$ cat src/rtl/proc_pkg.sv
// Shared types for the 128-bit pipeline's MEM stage.
//   DATA_W / REG_ADDR_W : datapath and register-index widths
//   RESULT_SRC_*        : ResultSrc encodings carried to writeback
//   mem_state_t         : MEM stage access FSM states
//   memwb_t / MEMWB_W   : MEM/WB pipeline register payload and its flat width
package proc_pkg;

   localparam int DATA_W     = 128;
   localparam int REG_ADDR_W = 5;

   localparam logic [1:0] RESULT_SRC_MEM = 2'b00;
   localparam logic [1:0] RESULT_SRC_ALU = 2'b01;

   typedef enum logic {
      MEM_IDLE = 1'b0,
      MEM_BUSY = 1'b1
   } mem_state_t;

   typedef struct packed {
      logic                  valid;
      logic                  regwrite;
      logic [1:0]            resultsrc;
      logic [REG_ADDR_W-1:0] rd;
      logic [DATA_W-1:0]     alu_result;
      logic [DATA_W-1:0]     read_data;
   } memwb_t;

   localparam int MEMWB_W = $bits(memwb_t);

endpackage

$ cat src/rtl/mem_wb_reg.sv
// MEM/WB pipeline register.
//   clk, rst : stage clock, synchronous active-high reset
//   bubble   : load an all-zero payload instead of d
//   d        : next payload (flattened memwb_t)
//   q        : registered payload
module mem_wb_reg
   import proc_pkg::*;
(
   input  logic               clk,
   input  logic               rst,
   input  logic               bubble,
   input  logic [MEMWB_W-1:0] d,
   output logic [MEMWB_W-1:0] q
);

   logic [MEMWB_W-1:0] payload_q, payload_d;

   always_comb begin
      payload_d = bubble ? '0 : d;
   end

   always_ff @(posedge clk) begin
      if (rst) payload_q <= '0;
      else     payload_q <= payload_d;
   end

   assign q = payload_q;

endmodule

$ cat src/rtl/memory_cycle.sv
// MEM stage: issues 128-bit loads/stores over a req/ready handshake, stalls
// EX/MEM while an access is outstanding, and owns the MEM/WB register.
//   clk, rst               : stage clock, synchronous active-high reset
//   validM .. WriteDataM   : EX/MEM contents
//   stallM                 : EX/MEM must hold its contents this cycle
//   mem_req/we/addr/wdata  : data-memory request, held stable while BUSY
//   mem_ready, mem_rdata   : completion strobe and load data
//   validW .. ReadDataW    : MEM/WB register outputs to writeback
//   err_misalign/timeout   : sticky error flags, cleared only by rst
module memory_cycle
   import proc_pkg::*;
#(
   parameter int ADDR_W         = 32,
   parameter int TIMEOUT_CYCLES = 64
)(
   input  logic                  clk,
   input  logic                  rst,
   input  logic                  validM,
   input  logic                  RegWriteM,
   input  logic                  MemReadM,
   input  logic                  MemWriteM,
   input  logic [1:0]            ResultSrcM,
   input  logic [4:0]            RdM,
   input  logic [127:0]          ALU_ResultM,
   input  logic [127:0]          WriteDataM,
   output logic                  stallM,
   output logic                  mem_req,
   output logic                  mem_we,
   output logic [ADDR_W-1:0]     mem_addr,
   output logic [127:0]          mem_wdata,
   input  logic                  mem_ready,
   input  logic [127:0]          mem_rdata,
   output logic                  validW,
   output logic                  RegWriteW,
   output logic [1:0]            ResultSrcW,
   output logic [4:0]            RdW,
   output logic [127:0]          ALU_ResultW,
   output logic [127:0]          ReadDataW,
   output logic                  err_misalign,
   output logic                  err_timeout
);

   localparam int CNT_W = (TIMEOUT_CYCLES > 2) ? $clog2(TIMEOUT_CYCLES) : 1;

   mem_state_t                state_q, state_d;
   logic [CNT_W-1:0]          cnt_q, cnt_d;
   logic [ADDR_W-1:0]         req_addr_q, req_addr_d;
   logic [DATA_W-1:0]         req_wdata_q, req_wdata_d;
   logic                      req_we_q, req_we_d;
   logic [REG_ADDR_W-1:0]     req_rd_q, req_rd_d;
   logic                      req_regwrite_q, req_regwrite_d;
   logic [1:0]                req_resultsrc_q, req_resultsrc_d;
   logic [DATA_W-1:0]         req_alu_q, req_alu_d;
   logic                      err_mis_q, err_mis_d;
   logic                      err_to_q, err_to_d;

   logic   memop, mis, timeout_hit, wb_bubble;
   memwb_t wb_d, wb_q;

   assign memop = validM & (MemReadM | MemWriteM);
   assign mis   = memop & (ALU_ResultM[3:0] != 4'h0);

   // Fires on the last permitted BUSY cycle only if the memory is still silent;
   // a same-cycle mem_ready takes priority.
   assign timeout_hit = (TIMEOUT_CYCLES != 0) &&
                        (cnt_q == CNT_W'(TIMEOUT_CYCLES - 1)) && !mem_ready;

   always_comb begin
      state_d         = state_q;
      cnt_d           = cnt_q;
      req_addr_d      = req_addr_q;
      req_wdata_d     = req_wdata_q;
      req_we_d        = req_we_q;
      req_rd_d        = req_rd_q;
      req_regwrite_d  = req_regwrite_q;
      req_resultsrc_d = req_resultsrc_q;
      req_alu_d       = req_alu_q;
      err_mis_d       = err_mis_q;
      err_to_d        = err_to_q;
      stallM          = 1'b0;
      wb_bubble       = 1'b1;
      wb_d            = '0;

      case (state_q)
         MEM_IDLE: begin
            if (mis) begin
               // dropped: stallM stays low so EX/MEM moves on
               err_mis_d = 1'b1;
            end else if (memop) begin
               stallM          = 1'b1;
               state_d         = MEM_BUSY;
               cnt_d           = '0;
               req_addr_d      = {ALU_ResultM[ADDR_W-1:4], 4'h0};
               req_wdata_d     = WriteDataM;
               req_we_d        = MemWriteM;   // read+write together is a store
               req_rd_d        = RdM;
               req_regwrite_d  = RegWriteM;
               req_resultsrc_d = ResultSrcM;
               req_alu_d       = ALU_ResultM;
            end else begin
               wb_bubble       = 1'b0;
               wb_d.valid      = validM;
               wb_d.regwrite   = RegWriteM & validM;
               wb_d.resultsrc  = ResultSrcM;
               wb_d.rd         = RdM;
               wb_d.alu_result = ALU_ResultM;
            end
         end
         MEM_BUSY: begin
            if (mem_ready) begin
               wb_bubble       = 1'b0;
               wb_d.valid      = 1'b1;
               wb_d.regwrite   = req_regwrite_q & !req_we_q;
               wb_d.resultsrc  = req_resultsrc_q;
               wb_d.rd         = req_rd_q;
               wb_d.alu_result = req_alu_q;
               wb_d.read_data  = req_we_q ? '0 : mem_rdata;
               state_d         = MEM_IDLE;
               cnt_d           = '0;
            end else if (timeout_hit) begin
               err_to_d = 1'b1;
               state_d  = MEM_IDLE;
               cnt_d    = '0;
            end else begin
               stallM = 1'b1;
               cnt_d  = cnt_q + 1'b1;
            end
         end
         default: state_d = MEM_IDLE;
      endcase
   end

   always_ff @(posedge clk) begin
      if (rst) begin
         state_q         <= MEM_IDLE;
         cnt_q           <= '0;
         req_addr_q      <= '0;
         req_wdata_q     <= '0;
         req_we_q        <= 1'b0;
         req_rd_q        <= '0;
         req_regwrite_q  <= 1'b0;
         req_resultsrc_q <= '0;
         req_alu_q       <= '0;
         err_mis_q       <= 1'b0;
         err_to_q        <= 1'b0;
      end else begin
         state_q         <= state_d;
         cnt_q           <= cnt_d;
         req_addr_q      <= req_addr_d;
         req_wdata_q     <= req_wdata_d;
         req_we_q        <= req_we_d;
         req_rd_q        <= req_rd_d;
         req_regwrite_q  <= req_regwrite_d;
         req_resultsrc_q <= req_resultsrc_d;
         req_alu_q       <= req_alu_d;
         err_mis_q       <= err_mis_d;
         err_to_q        <= err_to_d;
      end
   end

   // Request is a pure function of the registered state, so it can never
   // rise in IDLE and drops the cycle after completion/abort.
   assign mem_req      = (state_q == MEM_BUSY);
   assign mem_we       = req_we_q;
   assign mem_addr     = req_addr_q;
   assign mem_wdata    = req_wdata_q;
   assign err_misalign = err_mis_q;
   assign err_timeout  = err_to_q;

   mem_wb_reg u_mem_wb (
      .clk    (clk),
      .rst    (rst),
      .bubble (wb_bubble),
      .d      (wb_d),
      .q      (wb_q)
   );

   assign validW      = wb_q.valid;
   assign RegWriteW   = wb_q.regwrite;
   assign ResultSrcW  = wb_q.resultsrc;
   assign RdW         = wb_q.rd;
   assign ALU_ResultW = wb_q.alu_result;
   assign ReadDataW   = wb_q.read_data;

endmodule
$ cat config.mk
export PLATFORM = sky130hd
export DESIGN_NAME = memory_cycle
export DESIGN_NICKNAME = d
export VERILOG_FILES = /design/src/rtl/proc_pkg.sv /design/src/rtl/mem_wb_reg.sv /design/src/rtl/memory_cycle.sv
export SDC_FILE = /design/constraint.sdc
export NUM_CORES = 1
export LEC_CHECK = 0
export CAP_MARGIN = 25
export CORE_AREA = 4 4 319 321
export DETAILED_ROUTE_END_ITERATION = 10
export DIE_AREA = 0 0 323 325
export GPL_TIMING_DRIVEN = 0
export PLACE_DENSITY_LB_ADDON = 0.15
export RECOVER_POWER = 25
export SETUP_SLACK_MARGIN = 0.5
export SYNTH_ARGS = -nofsm -noshare
export SYNTH_HDL_FRONTEND = slang
export SYNTH_HIERARCHICAL = 1
export SYNTH_SLANG_ARGS = --single-unit
$ cat constraint.sdc
create_clock -name clk -period 4.19 [get_ports clk]
set_input_delay 0.838 -clock clk [delete_from_list [all_inputs] [get_ports clk]]
set_output_delay 0.838 -clock clk [all_outputs]
set_load 0.03 [all_outputs]
==> metrics.cfg, run 1 <==
[timing]
max_freq_mhz=272
fin_crit_ns=3.68
setup_viol=0
rsz0062_at_grt=no
finClkSkew_ns=0.0170
post-route-period-util_pct=87.8
max_slew_margin_pct=8.89
finalHoldViolations=0
tightest_slew_ns=1.35
tns_ns=0
drv_slew=0

[place]
portBuffers=822
dp.cells=4256
gp_congestion=0.803
hpwl_mm=75.6

[floorplanning]
fp.dieH_um=325
initial_core_util_pct=19.9
chipWidth_um=323
dieArea_mm2=0.105
rows=116
coreArea_mm2=0.0993
io_pins=828

[clocking]
clk_latency_ns=0.62
clockRootBuffer=clkbuf_16
cts_max_level=3
cts_sinks=539
numCtsBuffers=69
cts_tree=yes
cts.path.max_buffers=3
clk_pin_slew_ns=0.06
cts_hold_buf=0

[min_path]
hold_path.class=flop to flop
hold_end=mem_wdata[119]
hold_depth=2
worstHoldStart=mem_wdata[119]

[critical_path]
criticalPathCategory=input pin to primary output
worstSetupEndpointType=primary output
r2r_start=mem_req
worstPathArrival_ns=2.84
critPathLaunchType=input pin
reg2reg_to=u_mem_wb/q[130]
r2r_slack_ns=0.75
r2r_cells=6
critPathMaxFanout=10
cp.required_ns=3.35

[flow_run]
drv_cap=0

[logic_synthesis]
synthArstFlopShare_pct=0
yosys-top-cells-area=dfxtp_1 55%, nand2_1 10%, nor3b_1 9.9%
yosys_most_used_dff=dfxtp_1
synth_edf_count=0
yosysTopAreaCell=dfxtp_1
synth_cell_types=36
yosys.area.top_type_share_pct=54.6
syn_avg_cell_area_um2=9.28
netlist_area_mm2=0.0198
synth_warnings=6
synth_seq_cells=539
ys_seq_area_share_pct=54.6
synthesis.instances=2131

[routing]
wl_per_cell_um=21.9
m1WireLength_mm=35.5
drc=0
drt_iter0_markers=719
vias=18186
drt_pass1_iterations=4
avgViaCountPerCell=4.14
wl_met2_mm=49.5
detail-route-antenna-nets=0
drt_wl_total_mm=96.0
dr_wl_met3_mm=8.63
top_layer=met5

[pwr]
vdd.ir_drop.worst_v=0.000238
powerDensity_mw_per_mm2=396
finalPower_mw=12.7
leakage_nw=11.4

[global_routing]
grtUsageTotal_pct=17.6
antenna_found_initial=26
grt_max_degree=14
grt_pass1_vias=18676
grt_pass1_wl_mm=134
overflow=0

[final_layout]
syn2layout_area_growth_pct=61.5
final_nets=3429
ff_latch_area_mm2=0.0108
final_cells=4391
n_fill_cell=10590
drive_gt1_share_pct=7.85
multiInputGateArea_mm2=0.00762

[run_status]
status=finished clean

## kinds of logic (layout without fill, tap and decap cells)
kind of cell	after synthesis	in the layout	synth area share (%)
simple gates	951	951	25.2
flops	539	539	54.6
compound gates	416	416	13.3
buf+inv	223	1170	6.93
fa+ha+maj	1	1	0.0632
other cells	1	16	0.0190
## per-stage QoR
step	area, um2	hold slack [ns]	util [%]	setup WS [ns]
floorplan	19800	0.430	-	1.38
global placement	29600	0.440	29.9	-0.159
detailed placement	29700	0.447	29.9	-0.182
CTS	32000	0.454	32.2	0.508
global route	31900	0.467	32.2	0.300
finish	31900	0.453	32.2	0.512
## layout make-up
type                       count  share of cell area, %
antenna                       12                 0.0940
tap                         1298                   5.08
clock inverter                16                  0.662
multi-input combinational   1372                   23.9
sequential                   539                   33.8
clock buffer                 106                   6.64
timing repair buffer         825                   25.9
buffer                       223                   4.03
## power by group
group	switching, mW	internal (mW)
sequential	0.0312	5.21
combinational	0.629	0.635
clock	2.41	3.74
total	3.07	9.58
## sequential cells by signal (all words and copies together), names as in the netlist, 2 cells and up
name and cells:
req_resultsrc_q 2, req_rd_q 5, req_alu_q 128, mem_wdata 128, u_mem_wb/q 265, cnt_q 6
## cell usage in the layout (no fill, tap or decap), types with 3 or more instances in the layout
master	count
nand2b_1	3
nor3_1	3
nand2_1	526
nor2_1	10
clkinv_2	6
clkbuf_16	73
dlygate4sd3_1	47
o21ai_0	3
a22o_1	135
nor3b_2	4
clkbuf_8	17
nor3b_1	262
a21oi_1	266
buf_1	3
clkdlybuf4s50_1	774
diode_2	12
conb_1	4
buf_4	36
buf_6	33
dfxtp_1	539
clkbuf_1	111
and2_1	131
bufinv_16	4
buf_2	56
## routing by layer
| layer | track usage [%] | vias up |
|---|---|---|
| met5 | 0 | - |
| met4 | 5.18 | 28 |
| met3 | 6.80 | 128 |
| met2 | 32.5 | 604 |
| met1 | 18.2 | 8480 |
| li1 | - | 8946 |
## how the worst max path moves through the flow
stage / from / endpoint / slack [ns]
after floorplan: MemWriteM / stallM / 1.38
after global placement: MemWriteM / stallM / -0.16
after detailed placement: MemWriteM / stallM / -0.18
after CTS: MemWriteM / stallM / 0.51
after global routing: MemWriteM / u_mem_wb/q[130] / 0.30
final: MemWriteM / stallM / 0.51
## worst max-delay path: stages
cell             delay, ns
dlygate4sd3_1         0.61
or2_1                 0.25
clkbuf_2              0.16
nand3_1               0.12
buf_4                 0.22
clkbuf_4              0.23
nand2_1               0.08
clkdlybuf4s15_2       0.32
## synthesized netlist by cell type (2+ instances only)
| library cell | count |
|---|---|
| nor3_1 | 2 |
| a21boi_0 | 2 |
| buf_2 | 73 |
| buf_4 | 36 |
| nand2b_1 | 3 |
| buf_6 | 41 |
| nor3b_2 | 4 |
| clkbuf_1 | 70 |
| and2_1 | 133 |
| nand2_1 | 526 |
| nor2b_1 | 2 |
| buf_1 | 3 |
| nor3b_1 | 262 |
| a31oi_1 | 2 |
| and3_1 | 2 |
| dfxtp_1 | 539 |
| o21ai_0 | 3 |
| a21oi_1 | 266 |
| nor2_1 | 10 |
| nand3_1 | 2 |
| a22o_1 | 135 |
## what timing repair did
item                       CTS  global route
setup buffers                0             1
gates resized for setup      6             2
setup endpoints to repair    1             1
pin swaps                    0             1
Power figures use the tool's default switching activity.
==> run 2: changes to the inputs <==
--- a/config.mk
+++ b/config.mk
@@ -5,10 +5,10 @@
 export SDC_FILE = /design/constraint.sdc
 export NUM_CORES = 1
 export LEC_CHECK = 0
-export CAP_MARGIN = 25
-export CORE_AREA = 4 4 319 321
+export CAP_MARGIN = 20
+export CORE_AREA = 2 2 327 329
 export DETAILED_ROUTE_END_ITERATION = 10
-export DIE_AREA = 0 0 323 325
+export DIE_AREA = 0 0 329 331
 export GPL_TIMING_DRIVEN = 0
 export PLACE_DENSITY_LB_ADDON = 0.15
 export RECOVER_POWER = 25
==> metrics.cfg, run 2 (synthesis results as in run 1) <==
[critical_path]
r2r_slack_ns=0.90  ; +0.15 ns
critPathCapture=stallM
worstSetupEndpointType=primary output
r2r_cells=7  ; +1
critPathMaxFanout=10  ; unchanged
cpPeakStageDelay_ns=0.59  ; -0.02 ns
slowest_stage=dlygate4sd3_1
critPathLaunchType=input pin
r2r_start=mem_req
worstPathArrival_ns=2.92  ; +0.08 ns
path_buf_inv=4  ; -1
path_cells=dlygate4sd3_1 > nor4_4 > nand3_1 > buf_4 > clkbuf_1 > nand2_1 > clkdlybuf4s15_2
startpoint=ALU_ResultM[3]
reg2reg_to=u_mem_wb/q[125]
criticalPathCategory=input pin to primary output
critPathTopFamily=buffers and inverters
cp.required_ns=3.35  ; about the same
cp.depth=7  ; -1

[floorplanning]
rows=119  ; +2.6%
fp.dieH_um=331  ; +1.8%
initial_core_util_pct=18.8  ; -1.1 points
dieArea_mm2=0.109  ; +3.7%
coreArea_mm2=0.105  ; +5.7%
io_pins=828  ; unchanged
chipWidth_um=329  ; +1.9%

[pwr]
finalPower_mw=12.8  ; +0.91%
leakage_nw=11.6  ; +1.1%
powerDensity_mw_per_mm2=398  ; +0.38%
vdd.ir_drop.worst_v=0.000249  ; +4.6%

[routing]
drc=0  ; unchanged
drt_wl_total_mm=95.2  ; -0.84%
drt_iter0_markers=680  ; -5.4%
detail-route-antenna-nets=0  ; unchanged
vias=18280  ; +0.52%
wl_per_cell_um=21.2  ; -2.9%
avgViaCountPerCell=4.08  ; -1.6%
drt_pass1_iterations=5  ; +1

[final_layout]
syn2layout_area_growth_pct=62.4
final_cells=4485  ; +2.1%
final_common_cell=clkdlybuf4s50_1
drive_gt1_share_pct=8.11  ; +0.26 points
final_nets=3431  ; +0.058%
layout_common_cells=754 x clkdlybuf4s50_1, 539 x dfxtp_1, 526 x nand2_1, 266 x a21oi_1, 262 x nor3b_1
ff_latch_area_mm2=0.0108  ; unchanged
n_fill_cell=11173  ; +5.5%
multiInputGateArea_mm2=0.00763  ; about the same
largest_reg_flops=265  ; unchanged

[timing]
fin_crit_ns=3.76  ; +0.0811 ns
max_slew_margin_pct=20.3  ; +11 points
rsz0062_at_grt=no
post-route-period-util_pct=89.7  ; +1.9 points
finalHoldViolations=0  ; unchanged
setup_viol=0  ; unchanged
max_freq_mhz=266  ; -2.2%
tightest_slew_ns=1.19  ; -0.157 ns
hold_ws_ns=0.453  ; -0.000622 ns
tns_ns=0  ; unchanged
finClkSkew_ns=0.0170  ; -0.00000180 ns
drv_slew=0  ; unchanged

[clocking]
cts_max_level=3  ; unchanged
cts_tree=yes
cts_sinks=539  ; unchanged
numCtsBuffers=71  ; +2.9%
clk_pin_slew_ns=0.05  ; about the same
clk_latency_ns=0.64  ; +0.02 ns
cts.path.max_buffers=3  ; unchanged
clockRootBuffer=clkbuf_16
cts_hold_buf=0  ; unchanged

[place]
dp.cells=4349  ; +2.2%
hpwl_mm=74.3  ; -1.7%
gp_congestion=0.775  ; -3.4%
portBuffers=822  ; unchanged

[global_routing]
overflow=0  ; unchanged
grt_pass1_vias=18571  ; -0.56%
antenna_found_initial=31  ; +19%
grtUsageTotal_pct=16.8  ; -0.76 points
grt_max_degree=12  ; -2
grt_pass1_wl_mm=132  ; -1.9%

[min_path]
hold_path.class=flop to flop

[flow_run]
drv_cap=0  ; unchanged

[run_status]
status=finished clean

## run 2: per-stage QoR
stage | util (%) | cell area, um2 | setup slack (ns)
global placement | 28.3 | 29800 | -0.158
global route | 30.6 | 32100 | 0.265
finish | 30.6 | 32100 | 0.431
detailed placement | 28.4 | 29800 | -0.0877
CTS | 30.6 | 32200 | 0.520
floorplan | - | 19800 | 1.38
## run 2: worst min-delay path by stage
stage | start | to | cells past startpoint
4_1_cts | mem_wdata[41] | mem_wdata[41] | 2
3_5_place_dp | mem_wdata[116] | mem_wdata[116] | 2
2_1_floorplan | req_alu_q[0] | req_alu_q[0] | 1
5_1_grt | mem_wdata[125] | mem_wdata[125] | 2
3_3_place_gp | mem_wdata[34] | mem_wdata[34] | 2
6_report | mem_wdata[86] | mem_wdata[86] | 2
## run 2: final cells by class
cell class / count / share of cell area [%]
antenna: 13 / 0.101
buffer: 223 / 4.04
clock buffer: 98 / 6.26
clock inverter: 24 / 1.10
multi-input combinational: 1372 / 23.7
sequential: 539 / 33.6
tap: 1391 / 5.42
timing repair buffer: 825 / 25.7
## run 2: repair_timing
| item | in CTS | in global routing |
|---|---|---|
| endpoints found under the hold margin | 0 | 0 |
| pin swaps | 0 | 1 |
| gates resized for setup | 5 | 3 |
| buffers inserted | 0 | 1 |
| setup endpoints to repair | 1 | 1 |
## run 2: tightest hold or removal path, delay by kind of cell (launching register included)
family           cells  cell delay [ns]
flip-flops           1             0.30
AND/OR/NAND/NOR      1             0.05
AO/OA/AOI/OAI        1             0.05
## run 2: layer usage
metal / track usage (%) / up-vias / share of wire, %
li1: - / 8951 / -
met1: 17.2 / 8488 / 36
met2: 30.6 / 658 / 51
met3: 7.02 / 147 / 9.8
met4: 5.69 / 36 / 2.8
met5: 0 / - / 0.23
## run 2: where the power goes
| group | leakage, nW | total, mW | internal, mW | switching, mW |
|---|---|---|---|---|
| clock | 1.16 | 6.26 | 3.80 | 2.46 |
| combinational | 6.04 | 1.27 | 0.636 | 0.629 |
| sequential | 4.36 | 5.25 | 5.21 | 0.0331 |
| total | 11.6 | 12.8 | 9.65 | 3.12 |
